==> config.mk <==
export PLATFORM = sky130hd
export DESIGN_NAME = apb_m_if_flat
export DESIGN_NICKNAME = d
export VERILOG_FILES = /design/src/rtl/apb_m_if_if.sv /design/src/rtl/apb_m_if.sv /design/src/flat_wrapper.sv
export SDC_FILE = /design/constraint.sdc
export NUM_CORES = 1
export LEC_CHECK = 0
export ABC_AREA = 1
export BUFFER_PORTS_ARGS = -buffer_cell sky130_fd_sc_hd__buf_2
export CELL_PAD_IN_SITES_DETAIL_PLACEMENT = 1
export CELL_PAD_IN_SITES_GLOBAL_PLACEMENT = 2
export CORE_MARGIN = 2
export CORE_UTILIZATION = 23
export DETAILED_ROUTE_END_ITERATION = 8
export HOLD_SLACK_MARGIN = 0.02
export PLACE_DENSITY = 0.72
export SLEW_MARGIN = 20
export SYNTH_ARGS = -nofsm -noshare
export SYNTH_HDL_FRONTEND = slang
export SYNTH_SLANG_ARGS = --single-unit
==> constraint.sdc <==
create_clock -name pclk -period 1.59 [get_ports pclk]
set_input_delay 0.318 -clock pclk [delete_from_list [all_inputs] [get_ports pclk]]
set_output_delay 0.318 -clock pclk [all_outputs]
set_load 0.05 [all_outputs]
==> src/rtl/apb_m_if_if.sv <==
// rtl/apb_m_if_if.sv - command/response and APB3 bus bundle for the apb_m_if requester.
interface apb_m_if_if #(
  parameter int ADDR_WIDTH = 32,
  parameter int DATA_WIDTH = 32
);
  logic                  cmd_valid;
  logic                  cmd_ready;
  logic                  cmd_write;
  logic [ADDR_WIDTH-1:0] cmd_addr;
  logic [DATA_WIDTH-1:0] cmd_wdata;

  logic                  rsp_valid;
  logic [DATA_WIDTH-1:0] rsp_rdata;
  logic                  rsp_err;

  logic                  psel;
  logic                  penable;
  logic                  pwrite;
  logic [ADDR_WIDTH-1:0] paddr;
  logic [DATA_WIDTH-1:0] pwdata;
  logic [DATA_WIDTH-1:0] prdata;
  logic                  pready;

  // master: the requester; slave: the local controller plus the APB completer
  modport master (
    input  cmd_valid, cmd_write, cmd_addr, cmd_wdata, prdata, pready,
    output cmd_ready, rsp_valid, rsp_rdata, rsp_err,
    output psel, penable, pwrite, paddr, pwdata
  );

  modport slave (
    output cmd_valid, cmd_write, cmd_addr, cmd_wdata, prdata, pready,
    input  cmd_ready, rsp_valid, rsp_rdata, rsp_err,
    input  psel, penable, pwrite, paddr, pwdata
  );
endinterface

==> src/rtl/apb_m_if.sv <==
// rtl/apb_m_if.sv - APB3 requester: one command at a time through IDLE/SETUP/ACCESS,
// returning read data or a timeout abort on a single-cycle response pulse.
module apb_m_if #(
  parameter int ADDR_WIDTH = 32,
  parameter int DATA_WIDTH = 32,
  parameter int TIMEOUT    = 16
) (
  input  logic       pclk,
  input  logic       presetn,
  apb_m_if_if.master bus
);

  typedef enum logic [1:0] {
    IDLE   = 2'b00,
    SETUP  = 2'b01,
    ACCESS = 2'b10
  } state_e;

  localparam int CW = (TIMEOUT > 1) ? $clog2(TIMEOUT + 1) : 1;
  localparam logic [CW-1:0] LIMIT   = CW'(TIMEOUT);
  localparam logic [CW-1:0] CNT_MAX = {CW{1'b1}};

  state_e                state_q;
  logic                  psel_q;
  logic                  penable_q;
  logic                  pwrite_q;
  logic [ADDR_WIDTH-1:0] paddr_q;
  logic [DATA_WIDTH-1:0] pwdata_q;
  logic                  rsp_valid_q;
  logic                  rsp_err_q;
  logic [DATA_WIDTH-1:0] rsp_rdata_q;
  logic [CW-1:0]         cnt_q;
  logic                  limit_hit;

  // Abort on the edge where the wait count would reach TIMEOUT; pready wins on that edge.
  assign limit_hit = (TIMEOUT != 0) && (cnt_q == (LIMIT - CW'(1)));

  always_ff @(posedge pclk or negedge presetn) begin
    if (!presetn) begin
      state_q     <= IDLE;
      psel_q      <= 1'b0;
      penable_q   <= 1'b0;
      pwrite_q    <= 1'b0;
      paddr_q     <= '0;
      pwdata_q    <= '0;
      rsp_valid_q <= 1'b0;
      rsp_err_q   <= 1'b0;
      rsp_rdata_q <= '0;
      cnt_q       <= '0;
    end else begin
      rsp_valid_q <= 1'b0;
      rsp_err_q   <= 1'b0;
      case (state_q)
        IDLE: begin
          if (bus.cmd_valid) begin
            paddr_q   <= bus.cmd_addr;
            pwrite_q  <= bus.cmd_write;
            pwdata_q  <= bus.cmd_write ? bus.cmd_wdata : '0;
            psel_q    <= 1'b1;
            penable_q <= 1'b0;
            state_q   <= SETUP;
          end
        end
        SETUP: begin
          penable_q <= 1'b1;
          cnt_q     <= '0;
          state_q   <= ACCESS;
        end
        ACCESS: begin
          if (bus.pready) begin
            psel_q      <= 1'b0;
            penable_q   <= 1'b0;
            rsp_valid_q <= 1'b1;
            if (!pwrite_q) begin
              rsp_rdata_q <= bus.prdata;
            end
            state_q     <= IDLE;
          end else if (limit_hit) begin
            psel_q      <= 1'b0;
            penable_q   <= 1'b0;
            rsp_valid_q <= 1'b1;
            rsp_err_q   <= 1'b1;
            rsp_rdata_q <= '0;
            cnt_q       <= LIMIT;
            state_q     <= IDLE;
          end else if (cnt_q != CNT_MAX) begin
            cnt_q <= cnt_q + CW'(1);
          end
        end
        default: begin
          psel_q    <= 1'b0;
          penable_q <= 1'b0;
          state_q   <= IDLE;
        end
      endcase
    end
  end

  assign bus.cmd_ready = (state_q == IDLE);
  assign bus.rsp_valid = rsp_valid_q;
  assign bus.rsp_err   = rsp_err_q;
  assign bus.rsp_rdata = rsp_rdata_q;
  assign bus.psel      = psel_q;
  assign bus.penable   = penable_q;
  assign bus.pwrite    = pwrite_q;
  assign bus.paddr     = paddr_q;
  assign bus.pwdata    = pwdata_q;

endmodule

==> src/flat_wrapper.sv <==
// flat-port wrapper written by rule: the top's interface ports become plain ports
module apb_m_if_flat 
#(
  parameter int ADDR_WIDTH = 32,
  parameter int DATA_WIDTH = 32,
  parameter int TIMEOUT    = 16
)
  (pclk, presetn, bus_cmd_valid, bus_cmd_write, bus_cmd_addr, bus_cmd_wdata, bus_prdata, bus_pready, bus_cmd_ready, bus_rsp_valid, bus_rsp_rdata, bus_rsp_err, bus_psel, bus_penable, bus_pwrite, bus_paddr, bus_pwdata);
  apb_m_if_if #(.ADDR_WIDTH(ADDR_WIDTH), .DATA_WIDTH(DATA_WIDTH)) bus_i ();
  input  logic pclk;
  input  logic presetn;
  input wire logic [$bits(bus_i.cmd_valid)-1:0] bus_cmd_valid;
  input wire logic [$bits(bus_i.cmd_write)-1:0] bus_cmd_write;
  input wire logic [$bits(bus_i.cmd_addr)-1:0] bus_cmd_addr;
  input wire logic [$bits(bus_i.cmd_wdata)-1:0] bus_cmd_wdata;
  input wire logic [$bits(bus_i.prdata)-1:0] bus_prdata;
  input wire logic [$bits(bus_i.pready)-1:0] bus_pready;
  output wire logic [$bits(bus_i.cmd_ready)-1:0] bus_cmd_ready;
  output wire logic [$bits(bus_i.rsp_valid)-1:0] bus_rsp_valid;
  output wire logic [$bits(bus_i.rsp_rdata)-1:0] bus_rsp_rdata;
  output wire logic [$bits(bus_i.rsp_err)-1:0] bus_rsp_err;
  output wire logic [$bits(bus_i.psel)-1:0] bus_psel;
  output wire logic [$bits(bus_i.penable)-1:0] bus_penable;
  output wire logic [$bits(bus_i.pwrite)-1:0] bus_pwrite;
  output wire logic [$bits(bus_i.paddr)-1:0] bus_paddr;
  output wire logic [$bits(bus_i.pwdata)-1:0] bus_pwdata;
  assign bus_i.cmd_valid = bus_cmd_valid;
  assign bus_i.cmd_write = bus_cmd_write;
  assign bus_i.cmd_addr = bus_cmd_addr;
  assign bus_i.cmd_wdata = bus_cmd_wdata;
  assign bus_i.prdata = bus_prdata;
  assign bus_i.pready = bus_pready;
  assign bus_cmd_ready = bus_i.cmd_ready;
  assign bus_rsp_valid = bus_i.rsp_valid;
  assign bus_rsp_rdata = bus_i.rsp_rdata;
  assign bus_rsp_err = bus_i.rsp_err;
  assign bus_psel = bus_i.psel;
  assign bus_penable = bus_i.penable;
  assign bus_pwrite = bus_i.pwrite;
  assign bus_paddr = bus_i.paddr;
  assign bus_pwdata = bus_i.pwdata;
  apb_m_if #(.ADDR_WIDTH(ADDR_WIDTH), .DATA_WIDTH(DATA_WIDTH), .TIMEOUT(TIMEOUT)) u_core (.pclk(pclk), .presetn(presetn), .bus(bus_i));
endmodule
== Word-level counts from Yosys, hierarchy flattened ==
Cells that the tools add are included.

* Bits in registers: 108
* Input port bits: 101
* Word-level logic and storage cells: 52

* Add/sub/neg operators: 1
* Equality and inequality tests: 9
* Muxes and demuxes: 23
* Bitwise logic cells: 1
* Reductions and logical operators: 8

{| class="wikitable"
|+ Operators by type and width
! operator !! number
|-
| 2-to-1 mux 32 bit || 4
|-
| 2-to-1 mux 5 bit || 3
|-
| case mux 5 bit (2 select lines) || 1
|-
| 2-to-1 mux 1 bit || 9
|-
| AND reduction 3 bit || 3
|-
| 2-to-1 mux 2 bit || 3
|-
| inequality test 2 bit, second input constant || 3
|-
| case mux 1 bit (3 select lines) || 2
|-
| case mux 2 bit (3 select lines) || 1
|-
| adder 5 x 1 -> 5 bit, second input constant || 1
|-
| == test 5 x 4 -> 1 bit, second input constant || 1
|-
| inequality test 5 bit, second input constant || 1
|-
| AND reduction 2 bit || 2
|-
| nonzero test 2 bit || 2
|-
| inequality test 3 x 1 -> 1 bit, second input constant || 1
|-
| inequality test 3 x 2 -> 1 bit, second input constant || 1
|-
| == test 2 x 1 -> 1 bit, second input constant || 1
|-
| == test 2 bit, second input constant || 1
|-
| logical NOT 2 bit || 1
|-
| NOT 1 bit || 1
|}

== Logic depth before layout (Yosys ltp) ==
* Word-level depth: 5
* Depth in mapped cells: 10
* Gate-level depth less buffers: 10

== Worst setup path after synthesis ==
OpenSTA, ideal clock, no wires.

* Kind: reg2reg
* Start point: register u_core.state_q[1]
* End point: register u_core.paddr_q[0] (netlist: u_core.bus.paddr[0])
* Library setup time: 0.118 ns
* Arrival: 2.034 ns
* Data required time: 1.472 ns
* Path slack: -0.562 ns
* Stages on the path, launching flop included: 8
* Buffers on the path: 2
* Clock period less this slack: 2.152 ns
* Path through: dfrtp_1 -> inv_1 -> ha_1 -> nand2_1 -> buf_2 -> clkbuf_1 -> nand2_1 -> nand2_1

* Longest elaborated chain between the ends: 2

{| class="wikitable"
|+ RTL lines
! element !! line !! text
|-
| start, declared || apb_m_if.sv:23 || <nowiki>state_e state_q;</nowiki>
|-
| start signal, assigned || apb_m_if.sv:40 || <nowiki>state_q <= IDLE;</nowiki>
|-
| start signal, assigned || apb_m_if.sv:61 || <nowiki>state_q <= SETUP;</nowiki>
|-
| start signal, assigned || apb_m_if.sv:67 || <nowiki>state_q <= ACCESS;</nowiki>
|-
| logical NOT 2 bit || n/a ||
|-
| via bus_cmd_ready || flat_wrapper.sv:18 || <nowiki>output wire logic [$bits(bus_i.cmd_ready)-1:0] bus_cmd_ready;</nowiki>
|-
| AND reduction 2 bit (no source line) || n/a ||
|-
| end signal, assigned || apb_m_if.sv:56 || <nowiki>paddr_q <= bus.cmd_addr;</nowiki>
|-
| end, declared || apb_m_if.sv:27 || <nowiki>logic [ADDR_WIDTH-1:0] paddr_q;</nowiki>
|}

The timed path passes the listed nets, and every way through them passes these cells.
A chain may end at the register's enable or synchronous reset.

== Worst setup path in the final report ==
* Start point: register u_core.cnt_q[0]
* End point: register u_core.cnt_q[2]

* Longest elaborated chain between the ends: 5
* Elaborated cells between the ends (all ways): 9
* Classes of those cells: 1 x add/sub; 3 x eq/ne; 4 x mux; 1 x reduce/logical

{| class="wikitable"
|+ RTL lines
! element !! line !! text
|-
| start, declared || apb_m_if.sv:32 || <nowiki>logic [CW-1:0] cnt_q;</nowiki>
|-
| start signal, assigned || apb_m_if.sv:87 || <nowiki>cnt_q <= cnt_q + CW'(1);</nowiki>
|-
| adder 5 x 1 -> 5 bit || apb_m_if.sv:87 ||
|-
| 2-to-1 mux 5 bit || apb_m_if.sv:86 || <nowiki>end else if (cnt_q != CNT_MAX) begin</nowiki>
|-
| 2-to-1 mux 5 bit || apb_m_if.sv:78 || <nowiki>end else if (limit_hit) begin</nowiki>
|-
| 2-to-1 mux 5 bit || apb_m_if.sv:70 || <nowiki>if (bus.pready) begin</nowiki>
|-
| case mux 5 bit (2 select lines) || apb_m_if.sv:53 || <nowiki>case (state_q)</nowiki>
|}

Several ways; a longest one is shown, not always the timed one. The select of a mux whose other input is x is not followed.

==> reports/qor.csv <==
metric,value,unit
grt_util_all_layers,14.1,%
violations,negative setup slack,
fin_ws,-0.156,ns
layout_min_cycle_time,1.75,ns
drc,0,
first_global_vias,4409,
root_buffer,clkbuf_16,
hold_class,input pin to register,
antenna_cells,0,
fillerInstances,2242,
min_to,u_core.bus.paddr[1],
finalNetCount,828,
pin_count,203,
row_count,50,
final_common_cell,buf_2,
clk_latency,0.35,ns
postSynthAreaPerCell,8.97,um2
clk_path_buf_depth,2,
clock.fmax,573,MHz
worstPathRequired,1.82,ns
power,14.5,mW
slew_headroom,74.7,%
netlist_area,4360,um2
reg2reg_to,u_core.cnt_q[2],
hold_viol,0,
cpPeakStageDelay,0.40,ns
yosysWarnings,0,
netlist.area_leader.share,61.4,%
grt_max_degree,54,
drive_gt1_share,41.1,%
vias,4096,
die_h,142,um
cts_tree,done,
seq_area,2680,um2
wl_per_cell,14.8,um
rr_startpoint,u_core.cnt_q[0],
dp.final_hpwl,9950,um
synth_seq_area_share,61.4,%
final_util,34.8,%
h-tree-depth,3,
cts-buffers-inserted,9,
cts_sinks,107,
io_buffers,202,
synth_top_cell_by_area,dfrtp_1,
hold_depth,3,
layout_common_cells,"buf_2 (201), nand2_1 (174), dfrtp_1 (106), o21ai_0 (44), inv_1 (43)",
cpMostUsedCell,nor2_4,
setup_viol,38,
grt_antenna_before_repair,0,
die_area,20100,um2
worst_ep_arrival_time,1.98,ns
crit_path_start,u_core.cnt_q[0],
fin_crit_sh,110,%
worst-path-max-fanout,6,
critPathKind,register to register,
syn_to_final_growth,48.9,%
fin_skew,0.00873,ns
ys_ff_latch,107,
outcome,finished with violations,
worstRegToRegCells,11,
final_antenna_net_count,0,
setup-tns-final,-2.85,ns
slowest_stage,dfrtp_1,
vias_per_cell,4.27,
rsz0062_at_grt,true,
drtIter0Drc,107,
syn_inst,486,
gp_congestion,0.748,
first_pass_iters,4,
drv_cap,0,
maxSlewViolCount,0,
leakage,3.52,nW
overflow,0,
worst_slew_pin_slew,0.379,ns
p_per_area,2230,nW/um2
ir_drop,0.879,mV
synth_fp_nets,594,
grt_pass1_wl,22500,um
critPathLaunchType,register,
drt_wl_total,14200,um
multi_input_comb_area,1530,um2
start_util,23.4,%
critPathCaptureType,register,
ys_types,21,
worstHoldStart,bus_cmd_addr[1],
clk_pin_slew,0.08,ns
reg2reg_slack,-0.16,ns
path_cells,"ha_4, nand2_4, nor2_4, ha_4, buf_4, buf_6, nor2_4, nor2_4, inv_2, nand2_1, o21ai_1",
design.core.area,18600,um2
die_width,142,um
yosys-top-cells-area,"dfrtp_1 (61%), nand2_1 (15%), o21ai_0 (6.9%)",
worst max-delay path, delay by kind of cell, from the launching register on:
kind / cells / cell delay, ns
and+or+nand+nor: 5 / 0.51
DFF: 1 / 0.40
adders and majority gates: 2 / 0.36
buffers and inverters: 3 / 0.30
AOI/OAI and AO/OA: 1 / 0.07
sequential cells by signal (all words and copies together) (netlist names):
signal,cells
u_core.bus.paddr,32
u_core.bus.psel,1
u_core.bus.pwdata,32
u_core.cnt_q,5
u_core.bus.pwrite,1
u_core.bus.rsp_rdata,32
u_core.bus.rsp_err,1
u_core.bus.rsp_valid,1
u_core.state_q,2
per-stage QoR:
step                std cells  instance area [um2]  hold slack, ns  worst slack (ns)
finish                    959                 6490           0.159            -0.156
global route              959                 6490           0.148            -0.234
CTS                       955                 6410           0.136            -0.126
detailed placement        917                 5810           0.157            -0.173
global placement          917                 5810           0.154           -0.0747
floorplan                 486                 4380          0.0224           -0.0168
layout make-up:
type / count / share of cell area [%]
multi-input cells: 306 / 23.6
repair buffers: 250 / 23.5
inverters: 46 / 2.66
clock buffers: 10 / 3.68
well taps: 234 / 4.51
flip-flops and latches: 107 / 41.3
clock inverters: 6 / 0.751
kinds of logic (layout without fill, tap and decap cells):
| group | Yosys count | in the layout | synth area share, % |
|---|---|---|---|
| flip-flops | 107 | 107 | 61.4 |
| adder cells (fa/ha/maj) | 7 | 7 | 2.01 |
| AO/OA/AOI/OAI | 72 | 72 | 8.58 |
| buffers and inverters | 73 | 312 | 7.06 |
| AND/OR/NAND/NOR | 227 | 227 | 20.9 |
report_power, final:
| part | internal [mW] | switching (mW) |
|---|---|---|
| sequential | 3.79 | 0.586 |
| combinational | 2.05 | 5.82 |
| clock | 1.13 | 1.09 |
| total | 6.97 | 7.50 |
routing by layer:
metal | track usage, % | up-vias | share of wire [%]
li1 | - | 1984 | -
met1 | 17.2 | 1963 | 43
met2 | 23.7 | 137 | 48
met3 | 5.13 | 12 | 7.6
met4 | 3.58 | 0 | 1.3
met5 | 0 | - | 0
timing repair:
item                       in CTS  in global routing
setup endpoints to repair      40                 41
hold buffers                    1                  0
hold endpoints to repair        5                  0
pin swaps                       8                  8
buffers inserted               17                  7
gates resized for setup        43                 25
gates cloned                    4                  0
synthesized netlist by cell type:
cell and n:
clkbuf_1 15, inv_1 46, clkbuf_2 2, o21ai_4 1
buf_6 3, nand2_2 1, buf_1 2, o21ai_1 8
a21oi_1 2, a21boi_0 1, o21ai_0 60, buf_4 1
or2_2 1, ha_1 7, nand4_1 3, nand2_1 179
buf_2 4, dfrtp_1 107, nor2_1 5, nand3_1 37
nor2_2 1
worst max-delay path by stage:
| stage | end | slack (ns) |
|---|---|---|
| after global routing | u_core.cnt_q[2] | -0.23 |
| after CTS | u_core.bus.rsp_rdata[3] | -0.13 |
| after floorplan | u_core.bus.rsp_rdata[10] | -0.02 |
| after detailed placement | u_core.bus.rsp_rdata[3] | -0.17 |
| final | u_core.cnt_q[2] | -0.16 |
| after global placement | u_core.bus.rsp_rdata[12] | -0.07 |
(Power assumes the default switching activity.)
